$ cat config.mk
export PLATFORM = sky130hd
export DESIGN_NAME = irq_pending_ctrl
export DESIGN_NICKNAME = d
export VERILOG_FILES = /design/src/rtl/irq_pending_ctrl.sv
export SDC_FILE = /design/constraint.sdc
export NUM_CORES = 1
export LEC_CHECK = 0
export ABC_AREA = 1
export BUFFER_PORTS_ARGS = -buffer_cell sky130_fd_sc_hd__buf_2
export CAP_MARGIN = 5
export CORE_AREA = 2 2 53 55
export CTS_CLUSTER_SIZE = 8
export DETAILED_ROUTE_END_ITERATION = 8
export DIE_AREA = 0 0 55 57
export PLACE_DENSITY = 0.78
export SETUP_SLACK_MARGIN = 0.2
export SYNTH_ARGS = -nofsm -noshare
export SYNTH_HDL_FRONTEND = slang
export SYNTH_SLANG_ARGS = --single-unit
$ cat constraint.sdc
create_clock -name clk -period 2.7 [get_ports clk]
set_input_delay 0.135 -clock clk [delete_from_list [all_inputs] [get_ports clk]]
set_output_delay 0.135 -clock clk [all_outputs]
set_load 0.01 [all_outputs]
$ cat src/rtl/irq_pending_ctrl.sv
// rtl/irq_pending_ctrl.sv - edge-capturing interrupt pending/mask front end with priority offer FSM
// Highest enabled pending index is offered over valid/ready; no further offer until eoi.

module encoder #(
  parameter int OUT_WIDTH = 3
) (
  input  logic [(1<<OUT_WIDTH)-1:0] i_in,
  output logic [OUT_WIDTH-1:0]      o_out
);
  localparam int IN_WIDTH = 1 << OUT_WIDTH;

  // Ascending scan so the last set bit, i.e. the highest index, wins.
  always_comb begin
    o_out = '0;
    for (int i = 0; i < IN_WIDTH; i++) begin
      if (i_in[i]) o_out = OUT_WIDTH'(i);
    end
  end
endmodule

module irq_pending_ctrl #(
  parameter int ID_WIDTH = 3
) (
  input  logic                         clk,
  input  logic                         rst_n,
  input  logic [(1<<ID_WIDTH)-1:0]     irq_in,
  input  logic                         mask_we,
  input  logic [(1<<ID_WIDTH)-1:0]     mask_wdata,
  output logic                         irq_valid,
  output logic [ID_WIDTH-1:0]          irq_id,
  input  logic                         irq_ready,
  input  logic                         eoi,
  output logic                         busy,
  output logic [(1<<ID_WIDTH)-1:0]     pending,
  output logic [(1<<ID_WIDTH)-1:0]     mask
);
  localparam int N = 1 << ID_WIDTH;

  typedef enum logic [1:0] {
    S_IDLE  = 2'd0,
    S_OFFER = 2'd1,
    S_BUSY  = 2'd2
  } state_t;

  state_t              r_state;
  state_t              w_state_next;
  logic [N-1:0]        r_irq_prev;
  logic [N-1:0]        r_pending;
  logic [N-1:0]        r_mask;
  logic [ID_WIDTH-1:0] r_irq_id;
  logic                r_irq_valid;
  logic                r_busy;

  logic [N-1:0]        w_edge;
  logic [N-1:0]        w_clr;
  logic [N-1:0]        w_enabled;
  logic                w_any;
  logic                w_transfer;
  logic [ID_WIDTH-1:0] w_enc_out;

  assign w_edge     = irq_in & ~r_irq_prev;
  assign w_enabled  = r_pending & ~r_mask;
  assign w_any      = |w_enabled;
  assign w_transfer = r_irq_valid & irq_ready;

  always_comb begin
    w_clr = '0;
    if (w_transfer) w_clr[r_irq_id] = 1'b1;
  end

  encoder #(
    .OUT_WIDTH(ID_WIDTH)
  ) u_encoder (
    .i_in (w_enabled),
    .o_out(w_enc_out)
  );

  always_comb begin
    w_state_next = r_state;
    case (r_state)
      S_IDLE:  if (w_any)      w_state_next = S_OFFER;
      S_OFFER: if (w_transfer) w_state_next = S_BUSY;
      S_BUSY:  if (eoi)        w_state_next = S_IDLE;
      default:                 w_state_next = S_IDLE;
    endcase
  end

  // valid/busy are flopped from the next state so the outputs carry no input-to-output path.
  always_ff @(posedge clk or negedge rst_n) begin
    if (!rst_n) begin
      r_state     <= S_IDLE;
      r_irq_prev  <= '0;
      r_pending   <= '0;
      r_mask      <= '1;
      r_irq_id    <= '0;
      r_irq_valid <= 1'b0;
      r_busy      <= 1'b0;
    end else begin
      r_state     <= w_state_next;
      r_irq_prev  <= irq_in;
      r_pending   <= (r_pending & ~w_clr) | w_edge;
      if (mask_we) r_mask <= mask_wdata;
      if (r_state == S_IDLE && w_any) r_irq_id <= w_enc_out;
      r_irq_valid <= (w_state_next == S_OFFER);
      r_busy      <= (w_state_next == S_BUSY);
    end
  end

  assign irq_valid = r_irq_valid;
  assign irq_id    = r_irq_id;
  assign busy      = r_busy;
  assign pending   = r_pending;
  assign mask      = r_mask;
endmodule

==> results.sh, run 1 <==
export IMPL_setup_viol=0
export IMPL_antenna_left=0
export IMPL_crit_type="reg2reg"
export IMPL_pwr_density_cell_nw_per_um2=862.9
export IMPL_postLayoutCoreUtil_pct=63.01
export IMPL_pwr_share_clk_pct=17.5
export IMPL_skew_ps=3.980
export IMPL_drt_iter0_drc=7
export IMPL_globalRouteOverflowTotal=0
export IMPL_cts_tree="built"
export IMPL_synth_top_cell_by_area="dfrtp_1"
export IMPL_clkSinkCount=31
export IMPL_leakage_uw=0.0008322
export IMPL_grt_pass1_vias=1041
export IMPL_rsz0062_at_grt="no"
export IMPL_syn_nets=149
export IMPL_status="completed"
export IMPL_hold_viol=0
export IMPL_synthToLayoutAreaGrowth_pct=30.78
export IMPL_synth_most_common_cell="nand2_1"
export IMPL_min_from="mask_wdata[4]"
export IMPL_pwr_share_comb_pct=34.1
export IMPL_initial_core_util_pct=48.18
export IMPL_num_vias=1055
export IMPL_pwr_share_seq_pct=48.4
export IMPL_nets=206
export IMPL_diodes=0
export IMPL_drt_wl_total_mm=2.535
export IMPL_die_x_um=55
export IMPL_netlist_cell_type_count=19
export IMPL_synthTopCellsByCount="nand2_1, dfrtp_1, o21ai_0, inv_1, dfstp_2"
export IMPL_ys_flop_type="dfrtp_1"
export IMPL_final_period_utilization_pct=46.99
export IMPL_start_kind="register"
export IMPL_viasPerCell=4.862
export IMPL_crit_arrival_ps=1490
export IMPL_cts_htree_levels=2
export IMPL_end_kind="register"
export IMPL_die_area_um2=3135
export IMPL_cts_buffer_depth=2
export IMPL_routabilityCongestion=0.7548
export IMPL_core_area_um2=2615
export IMPL_cts_buffers=5
export IMPL_dp_hpwl_mm=1.878
export IMPL_grt_pass1_wl_mm=4.091
export IMPL_holdWs_ps=27.82
export IMPL_final_setup_worst_slack_ps=1431
export IMPL_io_pin_count=42
export IMPL_fillers=233
export IMPL_die_h_um=57
export IMPL_synth_area_per_cell_um2=9.843
export IMPL_yosysTopAreaCellShare_pct=45.68
export IMPL_hp_class="in2reg"
export IMPL_fmax_ghz=0.7881
export IMPL_synth_seq_cells=31
export IMPL_slew_viol_final=0
export IMPL_p_sw_share_pct=37.89
export IMPL_critPathMaxFanout=8
export IMPL_internal_power_uw=883.2
export IMPL_grt_usage_pct=18.61
export IMPL_clock_latency_ps=320
export IMPL_crit_path_start="mask[3]"
export IMPL_pre_cts_ws_ps=1430
export IMPL_clk_pin_slew_worst_paths_ps=90
export IMPL_grt_antenna_before_repair=0
export IMPL_slew_limit_headroom_pct=55.59
export IMPL_wl_per_cell_um=11.68
export IMPL_maxCapViolCount=0
export IMPL_drive_gt1_share_pct=37.63
export IMPL_synth_async_reset_ratio_pct=100.0
export IMPL_syn_inst=128
export IMPL_drc=0
export IMPL_root_buffer="clkbuf_4"
export IMPL_drt_first_pass_iters=4
export IMPL_crit_required_ps=2920
export IMPL_synth_edff_count=0
export IMPL_io_buffers=41
export IMPL_tightest_slew_ps=666.2
export IMPL_finalSetupTns_ps=0
export IMPL_synth_seq_area_share_pct=62.36
export IMPL_synth_area_um2=1260
export IMPL_synthTopCellsByArea="dfrtp_1, dfstp_2, o21ai_0"
export IMPL_grt_start_max_net_pins=32
export IMPL_ys_warn_count=0
export IMPL_power_net_switching_uw=538.7
export IMPL_irDropWorstVdd_mv=0.6316
export IMPL_reg2reg_from="mask[3]"
export IMPL_std_cell_rows=19
export IMPL_fin_crit_ps=1269
export IMPL_power_uw=1422
[metal layers]
metal / routed length (um) / global-route usage, %
met1: 1045 / 21.29
met2: 1279 / 31.12
met3: 158 / 5.759
met4: 53 / 8.362
met5: 0 / 0
[metrics by stage]
stage               instances  cell area [um2]
CTS                       217             1648
global placement          199             1499
global route              217             1648
floorplan                 128             1260
finish                    217             1648
detailed placement        199             1499
[path summary, 6_finish.rpt]
check,to,slack [ps],depth (start not counted)
worst max-delay path,irq_id[0],1430,9
worst min-delay path,mask[4],30,3
worst max register to register,irq_id[0],1430,9
worst min register to register,pending[2],420,1
max in group asynchronous,busy,1900,2
min in group asynchronous,r_irq_prev[1],370,2
[layout make-up]
cell class | instances | area (um2) | share of cell area, %
sequential | 31 | 785.8 | 47.68
multi-input combinational | 75 | 390.4 | 23.69
timing repair buffer | 51 | 305.3 | 18.53
inverter | 21 | 78.83 | 4.784
clock buffer | 8 | 48.80 | 2.961
tap | 31 | 38.79 | 2.354
[power by group through the flow]
stage / Sequential [uW] / Combinational (uW) / Clock, uW
2_1_floorplan: 720 / 259 / 0
3_3_place_gp: 691 / 465 / 0
3_5_place_dp: 693 / 479 / 0
4_1_cts: 687 / 491 / 258
5_1_grt: 701 / 545 / 275
6_report: 688 / 485 / 249
[cell families after synthesis]
group | count (synthesis) | share of synthesized area [%]
and+or+nand+nor | 45 | 17.78
DFF | 31 | 62.36
AOI/OAI and AO/OA | 29 | 12.31
buffers and inverters | 22 | 6.653
muxes | 1 | 0.8937
[timing repair]
item,4_1_cts,5_1_grt
hold buffers,10,0
setup buffers,0,0
gates resized for setup,0,0
hold endpoints to repair,32,0
[critical path, stage by stage (launching register included)]
cell	delay, ps
dfstp_2	530
inv_1	50
nand2_2	60
nand2_1	80
nor2_2	130
nand2_2	70
nand2_4	100
inv_2	30
nand2_1	50
nand2_1	50
[state kept, by name, summed over array words and instances (netlist names)]
signal      count
mask            8
pending         8
r_irq_prev      8
irq_id          3
r_state         2
busy            1
irq_valid       1
[cell usage in the layout (no fill, tap or decap)]
| cell | count |
|---|---|
| a31oi_1 | 1 |
| buf_2 | 41 |
| clkbuf_1 | 3 |
| clkbuf_4 | 5 |
| dfrtp_1 | 23 |
| dfstp_2 | 8 |
| dlygate4sd3_1 | 10 |
| inv_1 | 17 |
| inv_2 | 4 |
| mux2_2 | 1 |
| nand2_1 | 30 |
| nand2_2 | 4 |
| nand2_4 | 4 |
| nand3_1 | 2 |
| nor2_1 | 2 |
| nor2_2 | 1 |
| nor2_4 | 1 |
| o21ai_0 | 23 |
| o21ai_1 | 2 |
| o21ai_2 | 1 |
| o31ai_1 | 2 |
| or2_1 | 1 |
Power figures use the tool's default switching activity.
==> inputs of run 2 (changes only) <==
ABC_AREA = 0   (was 1)
CORE_AREA = 2 2 57 59   (was 2 2 53 55)
DIE_AREA = 0 0 59 61   (was 0 0 55 57)
PLACE_DENSITY = 0.73   (was 0.78)
clock period = 1.1 ns   (was 2.7 ns; I/O delays follow)
==> results.sh, run 2 <==
export IMPL_status="finished with violations"
export IMPL_violations="negative setup slack"
export IMPL_synthToLayoutAreaGrowth_pct=83.71
export IMPL_final_period_utilization_pct=163.5
export IMPL_initial_core_util_pct=43.43
export IMPL_grt_usage_pct=21.67
export IMPL_skew_ps=11.38
export IMPL_fin_crit_ps=1799
export IMPL_start_kind="register"
export IMPL_crit_required_ps=1350
export IMPL_slew_limit_headroom_pct=72.94
export IMPL_synth_area_um2=1282
export IMPL_ys_flop_type="dfrtp_1"
export IMPL_clkSinkCount=31
export IMPL_synth_top_cell_by_area="dfrtp_1"
export IMPL_irDropWorstVdd_mv=1.341
export IMPL_cts_buffer_depth=2
export IMPL_slew_viol_final=0
export IMPL_synthTopCellsByArea="dfrtp_1, dfstp_2, mux2_2"
export IMPL_leakage_uw=0.001128
export IMPL_yosysTopAreaCellShare_pct=44.88
export IMPL_drive_gt1_share_pct=62.87
export IMPL_holdWs_ps=26.17
export IMPL_final_common_cell="buf_6"
export IMPL_postLayoutCoreUtil_pct=79.79
export IMPL_die_x_um=59
export IMPL_drc=0
export IMPL_viasPerCell=4.974
export IMPL_finalSetupTns_ps=-3976
export IMPL_num_vias=1169
export IMPL_grt_antenna_before_repair=0
export IMPL_synth_seq_area_share_pct=61.27
export IMPL_syn_inst=99
export IMPL_pwr_density_cell_nw_per_um2=2189
export IMPL_synthTopCellsByCount="dfrtp_1, o21ai_0, inv_1, dfstp_2, mux2_2"
export IMPL_synth_most_common_cell="dfrtp_1"
export IMPL_end_kind="register"
export IMPL_setup_viol=18
export IMPL_ys_warn_count=0
export IMPL_clk_pin_slew_worst_paths_ps=110
export IMPL_fmax_ghz=0.5559
export IMPL_diodes=0
export IMPL_rsz0062_at_grt="yes"
export IMPL_crit_arrival_ps=2050
export IMPL_cts_buffers=5
export IMPL_drt_wl_total_mm=3.994
export IMPL_final_setup_worst_slack_ps=-698.8
export IMPL_cts_htree_levels=2
export IMPL_synth_area_per_cell_um2=12.95
export IMPL_nets=222
export IMPL_synth_edff_count=0
export IMPL_die_h_um=61
export IMPL_antenna_left=0
export IMPL_die_area_um2=3599
export IMPL_critPathMaxFanout=3
export IMPL_mostFrequentLayoutCells="buf_6, buf_2, dfrtp_1"
export IMPL_synth_async_reset_ratio_pct=100.0
export IMPL_syn_nets=120
export IMPL_core_area_um2=2953
export IMPL_grt_pass1_vias=1181
export IMPL_grt_pass1_wl_mm=5.526
export IMPL_maxCapViolCount=0
export IMPL_drt_first_pass_iters=4
export IMPL_routabilityCongestion=0.8429
export IMPL_grt_start_max_net_pins=32
export IMPL_globalRouteOverflowTotal=0
export IMPL_io_buffers=41
export IMPL_pre_cts_ws_ps=-618.1
export IMPL_std_cell_rows=20
export IMPL_hold_viol=0
export IMPL_clock_latency_ps=330
export IMPL_dp_hpwl_mm=2.093
export IMPL_drt_iter0_drc=32
export IMPL_netlist_cell_type_count=24
export IMPL_hp_class="in2reg"
export IMPL_root_buffer="clkbuf_4"
export IMPL_crit_type="reg2reg"
export IMPL_synth_seq_cells=31
export IMPL_cts_tree="built"
export IMPL_wl_per_cell_um=17.00
export IMPL_tightest_slew_ps=404.5
export IMPL_io_pin_count=42
run 2: cell count changes after synthesis, moves of 5 or more:
| cell | change |
|---|---|
| mux2_2 | +7 |
| inv_1 | -8 |
| nand2_1 | -24 |
| nand2b_1 | +5 |
| o21ai_0 | -8 |
run 2: final timing paths:
path | start | depth (start not counted) | slack (ps) | end
worst max-delay path | mask[2] | 5 | -700 | irq_id[1]
worst min-delay path | irq_ready | 3 | 30 | busy
worst max register to register | mask[2] | 5 | -700 | irq_id[1]
worst min register to register | r_irq_prev[2] | 1 | 420 | pending[2]
max in group asynchronous | rst_n | 3 | 480 | mask[4]
min in group asynchronous | rst_n | 3 | 280 | r_irq_prev[7]
run 2: stage by stage:
| stage | total power [uW] | cell area, um2 | cells |
|---|---|---|---|
| 2_1_floorplan | 2416 | 1297 | 99 |
| 3_3_place_gp | 3079 | 1720 | 196 |
| 3_5_place_dp | 3149 | 1720 | 196 |
| 4_1_cts | 4835 | 2265 | 231 |
| 5_1_grt | 5399 | 2356 | 235 |
| 6_report | 5156 | 2356 | 235 |
run 2: routing by layer:
layer | up-vias | routed length (um) | GRT usage [%]
li1 | 543 | - | -
met2 | 41 | 2136 | 39.84
met4 | 0 | 99 | 5.195
met1 | 571 | 1584 | 24.28
met3 | 14 | 174 | 7.249
met5 | - | 0 | 0
run 2: kinds of logic (layout without fill, tap and decap cells):
| logic type | Yosys count | count (layout) | share of synthesized area [%] |
|---|---|---|---|
| compound gates | 24 | 24 | 12.00 |
| flops | 31 | 31 | 61.27 |
| mux | 11 | 11 | 10.15 |
| buf+inv | 10 | 113 | 2.926 |
| simple gates | 23 | 23 | 13.66 |
run 2: final cells by class:
cell class	count	area (um2)
clock buffers	5	37.54
clock inverters	3	67.56
fillers	145	596.8
inverters	9	33.78
multi-input cells	58	535.5
flip-flops and latches	31	788.3
well taps	33	41.29
repair buffers	96	852.1
run 2: critical path, stage by stage, from the launching register on:
cell and delay [ps]:
dfstp_2 570, nand2b_1 210, nand2b_4 90, o41ai_4 460, buf_4 210, mux2i_1 190
run 2: repair_timing:
item	4_1_cts	5_1_grt
hold endpoints to repair	47	0
hold buffers	17	0
setup buffers	10	4
endpoints found under the setup margin	35	37
resized for setup	42	13
pin swaps	2	7
run 2: power breakdown:
group | internal (uW) | switching (uW) | leakage, uW
registers | 1410 | 273 | 0.000330
logic | 1390 | 959 | 0.000746
clock network | 707 | 420 | 0.0000514
